$ cat config.mk
export PLATFORM = sky130hd
export DESIGN_NAME = vgac_param_flat
export DESIGN_NICKNAME = d
export VERILOG_FILES = /design/src/rtl/vgac_param_if.sv /design/src/rtl/vgac_param.sv /design/src/flat_wrapper.sv
export SDC_FILE = /design/constraint.sdc
export NUM_CORES = 1
export LEC_CHECK = 0
export BUFFER_PORTS_ARGS = -buffer_cell sky130_fd_sc_hd__buf_4
export CORE_UTILIZATION = 30
export CTS_CLUSTER_DIAMETER = 60
export DETAILED_ROUTE_END_ITERATION = 10
export PLACE_DENSITY_LB_ADDON = 0.25
export SLEW_MARGIN = 25
export SYNTH_ARGS = -nofsm -noshare
export SYNTH_HDL_FRONTEND = slang
export SYNTH_SLANG_ARGS = --single-unit
$ cat constraint.sdc
create_clock -name vga_clk -period 2.9 [get_ports vga_clk]
set_input_delay 0.29 -clock vga_clk [delete_from_list [all_inputs] [get_ports vga_clk]]
set_output_delay 0.29 -clock vga_clk [all_outputs]
set_load 0.02 [all_outputs]
$ cat src/rtl/vgac_param_if.sv
`default_nettype none
// ============================================================================
// Module   : vgac_param_if
// Purpose  : Bundle of the VGA controller's control, pixel-memory and video
//            signals.
//   master : controller side (drives addresses, read strobe, video outputs)
//   slave  : system side (drives enable, mode, memory data, solid colour)
// Signals  : en, mode[1:0], d_in_BGR/solid_BGR[3*CW], row_addr[RA],
//            col_addr[CA], read, r/g/b[CW], hs, vs, line_start, frame_start
// Revision : 1.0  initial release
// ============================================================================
interface vgac_param_if #(
   parameter int CW       = 4,
   parameter int H_ACTIVE = 640,
   parameter int V_ACTIVE = 480
);
   localparam int c_ra = (V_ACTIVE > 1) ? $clog2(V_ACTIVE) : 1;
   localparam int c_ca = (H_ACTIVE > 1) ? $clog2(H_ACTIVE) : 1;

   logic                en;
   logic [1:0]          mode;
   logic [3*CW-1:0]     d_in_BGR;
   logic [3*CW-1:0]     solid_BGR;
   logic [c_ra-1:0]     row_addr;
   logic [c_ca-1:0]     col_addr;
   logic                read;
   logic [CW-1:0]       r;
   logic [CW-1:0]       g;
   logic [CW-1:0]       b;
   logic                hs;
   logic                vs;
   logic                line_start;
   logic                frame_start;

   modport master (
      input  en, mode, d_in_BGR, solid_BGR,
      output row_addr, col_addr, read, r, g, b, hs, vs, line_start, frame_start
   );

   modport slave (
      output en, mode, d_in_BGR, solid_BGR,
      input  row_addr, col_addr, read, r, g, b, hs, vs, line_start, frame_start
   );
endinterface
`default_nettype wire

$ cat src/rtl/vgac_param.sv
`default_nettype none
// ============================================================================
// Module   : vgac_param
// Purpose  : Parameterised VGA timing generator and pixel source mux.
//            Counter stage -> address stage (read/addresses/pulses) ->
//            RD_LAT-deep alignment pipe -> registered r/g/b, hs, vs.
// Ports    : vga_clk  pixel clock
//            clrn     asynchronous active-low reset
//            bus      vgac_param_if.master (en, mode, memory data, solid
//                     colour in; addresses, read, video and pulses out)
// Revision : 1.0  initial release
// ============================================================================
module vgac_param #(
   parameter int H_SYNC   = 96,
   parameter int H_BP     = 48,
   parameter int H_ACTIVE = 640,
   parameter int H_FP     = 16,
   parameter int V_SYNC   = 2,
   parameter int V_BP     = 33,
   parameter int V_ACTIVE = 480,
   parameter int V_FP     = 10,
   parameter bit HS_POL   = 1'b0,
   parameter bit VS_POL   = 1'b0,
   parameter int CW       = 4,
   parameter int RD_LAT   = 1
) (
   input wire logic     vga_clk,
   input wire logic     clrn,
   vgac_param_if.master bus
);

   localparam int c_h_total = H_SYNC + H_BP + H_ACTIVE + H_FP;
   localparam int c_v_total = V_SYNC + V_BP + V_ACTIVE + V_FP;
   localparam int c_hw      = $clog2(c_h_total);
   localparam int c_vw      = $clog2(c_v_total);
   localparam int c_ra      = (V_ACTIVE > 1) ? $clog2(V_ACTIVE) : 1;
   localparam int c_ca      = (H_ACTIVE > 1) ? $clog2(H_ACTIVE) : 1;
   localparam int c_bar_w   = (H_ACTIVE / 8 > 0) ? H_ACTIVE / 8 : 1;
   localparam int c_pw      = 6;   // {bar[2:0], vs, hs, visible}

   localparam logic [c_hw-1:0] c_h_last   = c_hw'(c_h_total - 1);
   localparam logic [c_hw-1:0] c_h_vis_lo = c_hw'(H_SYNC + H_BP);
   localparam logic [c_hw-1:0] c_h_vis_hi = c_hw'(H_SYNC + H_BP + H_ACTIVE - 1);
   localparam logic [c_hw-1:0] c_h_sync   = c_hw'(H_SYNC);
   localparam logic [c_vw-1:0] c_v_last   = c_vw'(c_v_total - 1);
   localparam logic [c_vw-1:0] c_v_vis_lo = c_vw'(V_SYNC + V_BP);
   localparam logic [c_vw-1:0] c_v_vis_hi = c_vw'(V_SYNC + V_BP + V_ACTIVE - 1);
   localparam logic [c_vw-1:0] c_v_sync   = c_vw'(V_SYNC);
   localparam logic [c_ca-1:0] c_bar_wl   = c_ca'(c_bar_w);
   localparam logic [c_ca-1:0] c_bar_max  = c_ca'(7);
   localparam logic [c_pw-1:0] c_tap_rst  = {3'b000, ~VS_POL, ~HS_POL, 1'b0};

   // ---------------------------------------------------------------- counters
   logic [c_hw-1:0] r_h_cnt;
   logic [c_vw-1:0] r_v_cnt;

   always_ff @(posedge vga_clk or negedge clrn) begin
      if (!clrn) begin
         r_h_cnt <= '0;
         r_v_cnt <= '0;
      end else if (bus.en) begin
         if (r_h_cnt == c_h_last) begin
            r_h_cnt <= '0;
            if (r_v_cnt == c_v_last) r_v_cnt <= '0;
            else                     r_v_cnt <= r_v_cnt + 1'b1;
         end else begin
            r_h_cnt <= r_h_cnt + 1'b1;
         end
      end
   end

   // ---------------------------------------------------------- counter decode
   logic            w_vis;
   logic [c_ca-1:0] w_col;
   logic [c_ra-1:0] w_row;
   logic [c_ca-1:0] w_bar_q;
   logic [2:0]      w_bar;
   logic            w_hs_raw;
   logic            w_vs_raw;

   always_comb begin
      w_vis    = (r_h_cnt >= c_h_vis_lo) && (r_h_cnt <= c_h_vis_hi) &&
                 (r_v_cnt >= c_v_vis_lo) && (r_v_cnt <= c_v_vis_hi);
      w_col    = c_ca'(r_h_cnt - c_h_vis_lo);
      w_row    = c_ra'(r_v_cnt - c_v_vis_lo);
      // Columns past the eighth full bar (H_ACTIVE not a multiple of 8) stay black.
      w_bar_q  = w_col / c_bar_wl;
      w_bar    = (w_bar_q > c_bar_max) ? 3'd7 : w_bar_q[2:0];
      w_hs_raw = (r_h_cnt < c_h_sync) ? HS_POL : ~HS_POL;
      w_vs_raw = (r_v_cnt < c_v_sync) ? VS_POL : ~VS_POL;
   end

   // ----------------------------------------------------------- address stage
   logic            r_read;
   logic [c_ca-1:0] r_col_addr;
   logic [c_ra-1:0] r_row_addr;
   logic            r_line_start;
   logic            r_frame_start;
   logic            r_hs_a;
   logic            r_vs_a;
   logic [2:0]      r_bar_a;

   always_ff @(posedge vga_clk or negedge clrn) begin
      if (!clrn) begin
         r_read        <= 1'b0;
         r_col_addr    <= '0;
         r_row_addr    <= '0;
         r_line_start  <= 1'b0;
         r_frame_start <= 1'b0;
         r_hs_a        <= ~HS_POL;
         r_vs_a        <= ~VS_POL;
         r_bar_a       <= 3'd0;
      end else if (bus.en) begin
         r_read        <= w_vis;
         r_col_addr    <= w_vis ? w_col : '0;
         r_row_addr    <= w_vis ? w_row : '0;
         r_line_start  <= (r_h_cnt == '0);
         r_frame_start <= (r_h_cnt == '0) && (r_v_cnt == '0);
         r_hs_a        <= w_hs_raw;
         r_vs_a        <= w_vs_raw;
         r_bar_a       <= w_bar;
      end
   end

   // Mode is sampled at the end of the frame_start cycle, long before the
   // first visible pixel, so a whole frame always uses one source.
   logic [1:0] r_mode;

   always_ff @(posedge vga_clk or negedge clrn) begin
      if (!clrn)                            r_mode <= 2'b00;
      else if (bus.en && r_frame_start)     r_mode <= bus.mode;
   end

   // ------------------------------------------------ memory-latency alignment
   // Side-band (visible, syncs, bar index) is delayed RD_LAT clocks so it
   // sits next to the memory word that answers the same address.
   logic [c_pw-1:0] w_tap_a;
   logic [c_pw-1:0] w_tap_d;

   assign w_tap_a = {r_bar_a, r_vs_a, r_hs_a, r_read};

   generate
      if (RD_LAT == 0) begin : g_no_lat
         assign w_tap_d = w_tap_a;
      end else begin : g_lat
         logic [c_pw-1:0] r_pipe [RD_LAT];

         always_ff @(posedge vga_clk or negedge clrn) begin
            if (!clrn) begin
               for (int i = 0; i < RD_LAT; i++) r_pipe[i] <= c_tap_rst;
            end else if (bus.en) begin
               r_pipe[0] <= w_tap_a;
               for (int i = 1; i < RD_LAT; i++) r_pipe[i] <= r_pipe[i-1];
            end
         end

         assign w_tap_d = r_pipe[RD_LAT-1];
      end
   endgenerate

   // ------------------------------------------------------------ pixel source
   logic [2:0]      w_bar_mask;   // {b,g,r}
   logic [3*CW-1:0] w_bgr;

   always_comb begin
      case (w_tap_d[5:3])
         3'd0:    w_bar_mask = 3'b111;   // white
         3'd1:    w_bar_mask = 3'b011;   // yellow
         3'd2:    w_bar_mask = 3'b110;   // cyan
         3'd3:    w_bar_mask = 3'b010;   // green
         3'd4:    w_bar_mask = 3'b101;   // magenta
         3'd5:    w_bar_mask = 3'b001;   // red
         3'd6:    w_bar_mask = 3'b100;   // blue
         default: w_bar_mask = 3'b000;   // black
      endcase

      w_bgr = '0;
      if (w_tap_d[0]) begin
         case (r_mode)
            2'b00:   w_bgr = bus.d_in_BGR;
            2'b01:   w_bgr = {{CW{w_bar_mask[2]}}, {CW{w_bar_mask[1]}}, {CW{w_bar_mask[0]}}};
            2'b10:   w_bgr = bus.solid_BGR;
            default: w_bgr = '0;
         endcase
      end
   end

   // ------------------------------------------------------------ output stage
   logic [3*CW-1:0] r_bgr;
   logic            r_hs;
   logic            r_vs;

   always_ff @(posedge vga_clk or negedge clrn) begin
      if (!clrn) begin
         r_bgr <= '0;
         r_hs  <= ~HS_POL;
         r_vs  <= ~VS_POL;
      end else if (bus.en) begin
         r_bgr <= w_bgr;
         r_hs  <= w_tap_d[1];
         r_vs  <= w_tap_d[2];
      end
   end

   assign bus.read        = r_read;
   assign bus.col_addr    = r_col_addr;
   assign bus.row_addr    = r_row_addr;
   assign bus.line_start  = r_line_start;
   assign bus.frame_start = r_frame_start;
   assign bus.r           = r_bgr[CW-1:0];
   assign bus.g           = r_bgr[2*CW-1:CW];
   assign bus.b           = r_bgr[3*CW-1:2*CW];
   assign bus.hs          = r_hs;
   assign bus.vs          = r_vs;

endmodule
`default_nettype wire

$ cat src/flat_wrapper.sv
// flat-port wrapper written by rule: the top's interface ports become plain ports
module vgac_param_flat 
#(
   parameter int H_SYNC   = 96,
   parameter int H_BP     = 48,
   parameter int H_ACTIVE = 640,
   parameter int H_FP     = 16,
   parameter int V_SYNC   = 2,
   parameter int V_BP     = 33,
   parameter int V_ACTIVE = 480,
   parameter int V_FP     = 10,
   parameter bit HS_POL   = 1'b0,
   parameter bit VS_POL   = 1'b0,
   parameter int CW       = 4,
   parameter int RD_LAT   = 1
)
  (vga_clk, clrn, bus_en, bus_mode, bus_d_in_BGR, bus_solid_BGR, bus_row_addr, bus_col_addr, bus_read, bus_r, bus_g, bus_b, bus_hs, bus_vs, bus_line_start, bus_frame_start);
  vgac_param_if #(.CW(CW), .H_ACTIVE(H_ACTIVE), .V_ACTIVE(V_ACTIVE)) bus_i ();
  input wire logic vga_clk;
  input wire logic clrn;
  input wire logic [$bits(bus_i.en)-1:0] bus_en;
  input wire logic [$bits(bus_i.mode)-1:0] bus_mode;
  input wire logic [$bits(bus_i.d_in_BGR)-1:0] bus_d_in_BGR;
  input wire logic [$bits(bus_i.solid_BGR)-1:0] bus_solid_BGR;
  output wire logic [$bits(bus_i.row_addr)-1:0] bus_row_addr;
  output wire logic [$bits(bus_i.col_addr)-1:0] bus_col_addr;
  output wire logic [$bits(bus_i.read)-1:0] bus_read;
  output wire logic [$bits(bus_i.r)-1:0] bus_r;
  output wire logic [$bits(bus_i.g)-1:0] bus_g;
  output wire logic [$bits(bus_i.b)-1:0] bus_b;
  output wire logic [$bits(bus_i.hs)-1:0] bus_hs;
  output wire logic [$bits(bus_i.vs)-1:0] bus_vs;
  output wire logic [$bits(bus_i.line_start)-1:0] bus_line_start;
  output wire logic [$bits(bus_i.frame_start)-1:0] bus_frame_start;
  assign bus_i.en = bus_en;
  assign bus_i.mode = bus_mode;
  assign bus_i.d_in_BGR = bus_d_in_BGR;
  assign bus_i.solid_BGR = bus_solid_BGR;
  assign bus_row_addr = bus_i.row_addr;
  assign bus_col_addr = bus_i.col_addr;
  assign bus_read = bus_i.read;
  assign bus_r = bus_i.r;
  assign bus_g = bus_i.g;
  assign bus_b = bus_i.b;
  assign bus_hs = bus_i.hs;
  assign bus_vs = bus_i.vs;
  assign bus_line_start = bus_i.line_start;
  assign bus_frame_start = bus_i.frame_start;
  vgac_param #(.H_SYNC(H_SYNC), .H_BP(H_BP), .H_ACTIVE(H_ACTIVE), .H_FP(H_FP), .V_SYNC(V_SYNC), .V_BP(V_BP), .V_ACTIVE(V_ACTIVE), .V_FP(V_FP), .HS_POL(HS_POL), .VS_POL(VS_POL), .CW(CW), .RD_LAT(RD_LAT)) u_core (.vga_clk(vga_clk), .clrn(clrn), .bus(bus_i));
endmodule
* After elaboration in Yosys (flattened, before gate mapping)
Cells that the tools add are included.
** Word-level totals
- Register bits after elaboration :: 69
- Latch bits :: 0
- Bits in writable memories :: 0
- Memory bits (read-only) :: 0
- Input bits :: 29
- Output and inout bits :: 36
- Memories kept :: 0
** Cells by class
- Add/sub/neg operators :: 4
- $mul :: 0
- Div/mod/pow operators :: 1
- Order comparisons :: 7
- Eq/ne operators :: 10
- Shift-type cells :: 0
- Muxes and demuxes :: 10
- Bitwise operators :: 0
- Reductions and logical operators :: 10
** Operators by type and width (number)
- 12-bit one-hot mux with 3 select lines :: 1
- 10-bit two-way mux :: 3
- 3-bit one-hot mux with 7 select lines :: 1
- 10-bit by 1-bit adder with 10-bit output (second input constant) :: 2
- 10-bit == test (second input constant) :: 2
- 10-bit less-or-equal comparator (second input constant) :: 2
- 10-bit zero test :: 2
- 12-bit two-way mux :: 1
- 10-bit by 7-bit divider with 10-bit output (second input constant) :: 1
- 10-bit by 6-bit >= comparator with 1-bit output (second input constant) :: 1
- 10-bit by 8-bit >= comparator with 1-bit output (second input constant) :: 1
- 10-bit by 3-bit greater-than comparator with 1-bit output (second input constant) :: 1
- 10-bit by 2-bit less-than comparator with 1-bit output (second input constant) :: 1
- 10-bit by 7-bit less-than comparator with 1-bit output (second input constant) :: 1
- 10-bit by 8-bit subtractor with 10-bit output (second input constant) :: 1
- 3-bit == test (second input constant) :: 3
- 9-bit two-way mux :: 1
- 9-bit by 6-bit subtractor with 9-bit output (second input constant) :: 1
- 3-bit by 2-bit == test with 1-bit output (second input constant) :: 2
- 1-bit logical AND :: 5
- 3-bit by 1-bit == test with 1-bit output (second input constant) :: 1
- 3-bit zero test :: 1
- 3-bit two-way mux :: 1
- 2-bit by 1-bit == test with 1-bit output (second input constant) :: 1
- 4 further kinds :: 5

* Logic depth before layout (Yosys ltp)
Gate-level depths: netlist of the first run.
- Depth after elaboration :: 5
- Mapped depth :: 10

* Worst setup path after synthesis of the first run
OpenSTA, ideal clock, no wires.
- Kind :: reg2reg
- Start :: register u_core.r_h_cnt[4]
- End :: register u_core.r_bar_a[0]
- Setup time :: 0.082 ns
- Arrival time :: 2.162 ns
- Path slack :: 0.657 ns
- Cell stages (with the launch flop) :: 11
- Period minus slack after synthesis :: 2.243 ns
- Cells stage by stage :: dfrtp_1 buf_2 inv_1 ha_1 clkbuf_1 nor3b_1 a21oi_1 nor3_1 nor4_4 a211o_1 a31oi_1
** On the way
- Word-level cells in the longest chain between the ends :: 4
** Ends and longest elaborated chain
- from (decl) :: line vgac_param.sv:54 : logic [c_hw-1:0] r_h_cnt;
- from (signal assigned) :: line vgac_param.sv:67 : r_h_cnt <= r_h_cnt + 1'b1;
- 10-bit by 8-bit subtractor with 10-bit output * :: line vgac_param.sv:84 : w_col = c_ca'(r_h_cnt - c_h_vis_lo);
- 10-bit by 7-bit divider with 10-bit output * :: line vgac_param.sv:87 : w_bar_q = w_col / c_bar_wl;
- 10-bit by 3-bit greater-than comparator with 1-bit output :: line vgac_param.sv:88 : w_bar = (w_bar_q > c_bar_max) ? 3'd7 : w_bar_q[2:0];
- 3-bit two-way mux * :: line vgac_param.sv:88
- to (signal assigned) :: line vgac_param.sv:121 : r_bar_a <= w_bar;
- to (decl) :: line vgac_param.sv:101 : logic [2:0] r_bar_a;
Every way passes the cells marked *; elsewhere a longest branch is shown, timed or not.
A chain may end at the register's enable or synchronous reset.

* Worst setup path after layout of the first run
Same ends and word-level chain as after synthesis.

==> impl_results.md, run 1 <==
- Status: finished, final reports clean
- Critical Path AT: 2640 ps
- Clock sinks: 69
- Syn. warnings: 0
- CTS H-tree depth: 3
- Reg2Reg Depth: 9
- Slew @ Worst Pin: 957.2 ps
- Worst-path clk slew: 60 ps
- PnR worst setup slack: 513.3 ps
- Commonest cells in the netlist: dfrtp_1, clkbuf_1, nand2_1, nor2_1
- Total routed wirelength: 9524 µm
- DP Area: 0.004413 mm²
- # rows: 40
- Comb power frac: 0.304
- DRT Pass-1 Iters: 4
- Root Buffer: clkbuf_16
- N_diodes: 0
- Largest net degree at the start of global routing: 70
- Total Power: 3.280 mW
- CP Capture Type: flop
- Max-cap violations: 0
- Synth area leader: dfrtp_1
- Synth Register Bits: 69
- Post CTS Setup Buffer Count: 0
- Top-area cell type share of the netlist area: 0.4164
- Die W: 114.3 µm
- Leak: 2.039 nW
- Hold_buf cts: 0
- P_sw: 1.115 mW
- Die height: 114.3 µm
- First-pass GRT wire length: 15,280 µm
- Wire per inst: 15.82 µm
- Layout cells sized above 1: 0.2512
- Period minus WS final: 2387 ps
- Most frequent cell after synthesis: dfrtp_1
- Post_cts resized: 0
- Worst setup path start: u_core.r_h_cnt[4]$_DFFE_PN0P_
- Core ar.: 0.01216 mm²
- Ports: 65
- R2r setup slk: 510 ps
- Max Fclk: 0.4190 GHz
- GPL Wtd Cong: 0.8620
- Design Area, Final: 0.004706 mm²
- Synth Cell Area: 0.003786 mm²
- Worst R2R Start: u_core.r_h_cnt[4]$_DFFE_PN0P_
- Dpl ws: 577.4 ps
- Post-synth EDFFs: 0
- Final Max Slew Viols: 0
- Worst Clk Skew: 8.408 ps
- Clock power share: 0.327
- Reg power frac: 0.369
- Starting Density: 0.3113
- Routed Antenna Nets: 0
- R2r endpoint: u_core.r_bar_a[0]$_DFFE_PN0P_
- CP Launch Type: flop
- Filler Cells Inserted: 1,213
- Final hold vios: 0
- Switching Share: 0.3401
- HP Class: primary input to asynchronous set/reset pin
- Area contributors post-synth: dfrtp_1, dfstp_2, o2bb2ai_1, xnor2_1, mux2i_1
- Sequential-to-total area share from yosys stat: 0.4580
- Pwr/cell area: 697.0 mW/mm²
- Setup_tns: 0 ps
- Area added between synthesis and finish: 24.29%
- Placed cell count: 586
- Required time of the critical path: 3150 ps
- Final Util: 0.3869
- Mapped Avg Cell Area: 10.04 µm²
- Final setup fails: 0
- Hold Slack: 92.90 ps
- Vias in the first global route: 2,899
- Clk Latency, worst-skew pair: 330 ps
- RSZ-0062 raised after global routing: false
- Nets: 466
- CTS tree: built
- Asr flop ratio synth: 1.000
- DR vias/cell: 5.110
- Total grt overflow: 0
- Critical Setup Path Class: flop to flop
- Initial antenna violation count: 0
- Post-Syn Nets: 414
- Critical Path Fanout Max: 11
- Fin cells: 602
- Slew HR: 0.3579
- Critical Path End: u_core.r_bar_a[0]$_DFFE_PN0P_
- Num CTS Buffers: 9
- Netlist cell types: 55
- Global Route Usage Sum: 0.1526
- Main synth FF type: dfrtp_1
- Int Pwr: 2.164 mW
- Initial DRC count: 300
- Port bufs: 64
- Cells after Synth: 377
- Max IR drop VDD: 0.0004075 V
- Die footprint: 0.01307 mm²
- Vias: 3,076
- Final Cycle Share: 0.8230
- DRC Markers: 0
- CTS max path bufs: 2
- HPWL Detailed: 6700 µm
sequential cells by signal, indices dropped and copies added (netlist names):
register and flops:
u_core.r_bgr 12, u_core.bus.col_addr 10, u_core.r_h_cnt 10, u_core.r_v_cnt 10
u_core.bus.row_addr 9, u_core.g_lat.r_pipe 6, u_core.r_bar_a 3, u_core.r_mode 2
u_core.bus.frame_start 1, u_core.bus.hs 1, u_core.bus.line_start 1, u_core.bus.read 1
u_core.bus.vs 1, u_core.r_hs_a 1, u_core.r_vs_a 1
routing by layer:
layer | up-vias | track usage | share of wire
met4 | 0 | 0.05714 | 0.012
met1 | 1482 | 0.2177 | 0.49
met5 | - | 0 | 0
met3 | 9 | 0.03282 | 0.057
li1 | 1496 | - | -
met2 | 89 | 0.2255 | 0.44
worst min path at each step:
stage / from / endpoint / slack [ps] / cells after the start
6_report: clrn / u_core.r_bgr[0]$_DFFE_PN0P_ / 90 / 1
5_1_grt: clrn / u_core.g_lat.r_pipe[0]$_DFFE_PN0P_ / 160 / 1
4_1_cts: clrn / u_core.r_mode[1]$_DFFE_PN0P_ / 110 / 1
3_5_place_dp: clrn / u_core.r_mode[1]$_DFFE_PN0P_ / 470 / 1
3_3_place_gp: clrn / u_core.r_bgr[11]$_DFFE_PN0P_ / 460 / 1
2_1_floorplan: clrn / u_core.bus.col_addr[0]$_DFFE_PN0P_ / -6 / 0
kinds of logic after synthesis:
kind of cell	Yosys count	synth area share
AOI/OAI and AO/OA	107	0.2069
DFF	69	0.4580
buffers and inverters	51	0.05552
muxes	23	0.06411
and+or+nand+nor	98	0.1404
xor gates and xnor gates	21	0.04858
adders and majority gates	8	0.02644
layout by cell type, fill, tap and decap left out, drive strengths merged, types with 3 or more instances in the layout:
cell / n
buf: 75
dfrtp: 63
nor2: 20
nand2: 20
o21ai: 17
o2bb2ai: 17
xnor2: 16
inv: 15
o22ai: 14
a21oi: 14
mux2i: 13
a22o: 13
nor3: 11
mux2: 10
clkbuf: 10
nand4: 9
ha: 8
nor2b: 7
nand2b: 6
dfstp: 6
nor4: 6
xor2: 5
clkinv: 5
and3: 4
a31oi: 4
or3: 4
and4: 3
o211ai: 3
a221oi: 3
power groups by stage:
stage,clock [mW],sequential (mW),combinational [mW]
CTS,1.11,1.21,0.994
detailed placement,0,1.22,0.988
finish,1.07,1.21,0.996
global placement,0,1.22,0.987
global route,1.16,1.23,1.10
floorplan,0,1.14,0.787
critical path: stages (launching register included):
cell and delay [ps]:
dfrtp_1 560, inv_1 80, ha_1 250, buf_4 190
nor3b_1 270, a21oi_1 70, nor3_1 370, nor4_4 100
a211o_1 250, a31oi_1 150
layout make-up:
type,count,area (µm²),area share
Clock buffer,10,229.0,0.04866
Sequential cell,69,1734,0.3685
Timing Repair Buffer,75,563.0,0.1196
Tap cell,168,210.2,0.04467
Clock inverter,6,63.81,0.01356
Multi-Input combinational cell,257,1842,0.3914
Inverter,17,63.81,0.01356
Power figures use the tool's default switching activity.
==> run 2, diff against run 1 <==
- ABC_AREA: unset -> 1
- clock period: 2.9 -> 1.99 ns (I/O delays scaled with it)
==> impl_results.md, run 2 <==
- GPL Wtd Cong: 0.8373
- N_diodes: 0
- R2r setup slk: 150 ps
- Final Max Slew Viols: 0
- Final Cycle Share: 0.9264
- Largest net degree at the start of global routing: 36
- Initial antenna violation count: 0
- Synth Cell Area: 0.003467 mm²
- CTS tree: built
- Comb power frac: 0.463
- First-pass GRT wire length: 14,170 µm
- Worst Clk Skew: 8.888 ps
- Final Util: 0.4215
- Asr flop ratio synth: 1.000
- Area added between synthesis and finish: 34.10%
- Routed Antenna Nets: 0
- Post-synth EDFFs: 0
- Final hold vios: 0
- DR vias/cell: 4.777
- Reg with most FFs: u_core.r_bgr
- Crit path max-delay family: simple AND/OR/NAND/NOR gates
- Synth area leader: dfrtp_1
- HPWL Detailed: 6310 µm
- Worst-path clk slew: 60 ps
- Filler Cells Inserted: 1,121
- Layout cells sized above 1: 0.3080
- Hold Path End: u_core.r_mode[0]$_DFFE_PN0P_
- Slowest CP cell: dfrtp_1
- HP Class: primary input to flop
- Total grt overflow: 0
- Root Buffer: clkbuf_16
- WP depth: 17
- Syn. warnings: 0
- Clock sinks: 69
- Ports: 65
- Reg2Reg Depth: 17
- Final setup fails: 0
- # rows: 38
- CP max stage delay: 370 ps
- Hold Startpoint: bus_mode[0]
- Max IR drop VDD: 0.0006754 V
- P_sw: 2.533 mW
- Max Fclk: 0.5424 GHz
- Main synth FF type: dfrtp_1
- CP cell instances: inv_1, ha_4, nand2_4, nand2_2, nand2_2, nand2_4, nand4_4, o211ai_4, nand2_2, nand2_1, nand2_1, inv_1, nand2_2, nand2_2, nand2_1, nand2_1, a21oi_2
- Vias in the first global route: 3,015
- Vias: 3,057
- Worst R2R Start: u_core.r_h_cnt[5]$_DFFE_PN0P_
- Critical Setup Path Class: flop to flop
- Slew @ Worst Pin: 465.3 ps
- Post-Syn Nets: 445
- Die W: 109.5 µm
- Hold depth: 2
- Critical path buffer and inverter count: 2
- CTS H-tree depth: 3
- CTS max path bufs: 2
- Switching Share: 0.4035
- Cells after Synth: 408
- Critical Path AT: 2070 ps
- Slew HR: 0.6898
- DRC Markers: 0
- Clk Latency, worst-skew pair: 340 ps
- Starting Density: 0.3143
- Nets: 532
- Max reg flops: 12
- Num CTS Buffers: 9
- Total routed wirelength: 8739 µm
- Top-area cell type share of the netlist area: 0.4547
- Int Pwr: 3.744 mW
- Period minus WS final: 1844 ps
- Die footprint: 0.01199 mm²
- Required time of the critical path: 2220 ps
- R2r endpoint: u_core.r_bar_a[0]$_DFFE_PN0P_
- Commonest cells in the netlist: nand2_1, dfrtp_1, o21ai_0
- Most common cell after layout, fill and taps aside: nand2_1
- Critical Path Fanout Max: 4
- Mapped Avg Cell Area: 8.498 µm²
- Most frequent cell after synthesis: nand2_1
- Initial DRC count: 166
- Netlist cell types: 35
- Total Power: 6.278 mW
- Pwr/cell area: 1350 mW/mm²
- Fin cells: 640
- CP Launch Type: flop
- Leak: 2.266 nW
- Area contributors post-synth: dfrtp_1, nand2_1, o21ai_0, dfstp_2, inv_1
- Max-cap violations: 0
- Status: finished, final reports clean
- Global Route Usage Sum: 0.1555
- Core ar.: 0.01103 mm²
- Placed cell count: 617
- Wire per inst: 13.65 µm
- Clock power share: 0.233
- Synth Register Bits: 69
- CP Capture Type: flop
- Port bufs: 64
- Reg power frac: 0.304
- Sequential-to-total area share from yosys stat: 0.5002
- Die height: 109.5 µm
- DRT Pass-1 Iters: 5
- Critical path's most frequent cell: nand2_2
- Most frequent cells in the layout: nand2_1, buf_4, dfrtp_1, o21ai_0, inv_1
## run 2: cell types whose count changed after synthesis, sizes merged, moves of 13 or more
cell     change
inv         +26
o21ai       +25
mux2i       -13
o2bb2ai     -17
nand2       +94
nand3       +27
a22o        -13
xnor2       -14
## run 2: how the worst max path moves through the flow
stage	from	to	slack, ps
2_1_floorplan	u_core.r_h_cnt[4]$_DFFE_PN0P_	u_core.r_bar_a[0]$_DFFE_PN0P_	100
3_3_place_gp	u_core.r_h_cnt[4]$_DFFE_PN0P_	u_core.r_bar_a[0]$_DFFE_PN0P_	150
3_5_place_dp	u_core.r_h_cnt[4]$_DFFE_PN0P_	u_core.r_bar_a[0]$_DFFE_PN0P_	50
4_1_cts	u_core.r_h_cnt[4]$_DFFE_PN0P_	u_core.r_bar_a[0]$_DFFE_PN0P_	50
5_1_grt	u_core.r_h_cnt[5]$_DFFE_PN0P_	u_core.r_bar_a[0]$_DFFE_PN0P_	-40
6_report	u_core.r_h_cnt[5]$_DFFE_PN0P_	u_core.r_bar_a[0]$_DFFE_PN0P_	150
## run 2: stage by stage
stage | area (µm²) | TNS (ps) | setup slack, ps | hold slack [ps]
after floorplan | 3467 | 0 | 99.27 | -96.59
after global placement | 4207 | 0 | 149.6 | 189.0
after detailed placement | 4207 | 0 | 52.90 | 195.6
after CTS | 4487 | 0 | 51.59 | 88.10
after global routing | 4649 | -39.56 | -39.56 | 90.51
final | 4649 | 0 | 146.4 | 101.6
## run 2: final cells by class
class / count / area (µm²) / area share
multi-input cells: 284 / 1624 / 0.3493
clock buffers: 11 / 232.7 / 0.05005
clock inverters: 5 / 37.54 / 0.008073
well taps: 140 / 175.2 / 0.03767
flip-flops and latches: 69 / 1738 / 0.3738
inverters: 42 / 158.9 / 0.03418
repair buffers: 89 / 683.2 / 0.1469
## run 2: metal layers
metal / GRT usage / part of all wire / up-vias
met3: 0.04149 / 0.061 / 9
met4: 0.06286 / 0.016 / 0
met5: 0 / 0 / -
li1: - / - / 1526
met1: 0.2004 / 0.47 / 1440
met2: 0.2471 / 0.45 / 82
## run 2: cells by family after synthesis
group	share of synthesized area
AND/OR/NAND/NOR	0.2385
AO/OA/AOI/OAI	0.1346
flip-flops	0.5002
buffers and inverters	0.06424
XOR/XNOR	0.03031
adder cells (fa/ha/maj)	0.02887
multiplexers	0.003248
## run 2: power by group through the flow
stage          clock network, mW  logic, mW  registers, mW
2_1_floorplan                  0       1.56           2.08
3_3_place_gp                   0       2.36           1.94
3_5_place_dp                   0       2.41           1.94
4_1_cts                     1.51       2.42           1.92
5_1_grt                     1.56       3.26           1.95
6_report                    1.46       2.91           1.91
## run 2: repair_timing
action | in CTS | in global routing
hold endpoints to repair | 27 | 0
hold buffers | 1 | 0
resized for setup | 0 | 29
setup endpoints to repair | 0 | 4
buffers inserted | 0 | 6
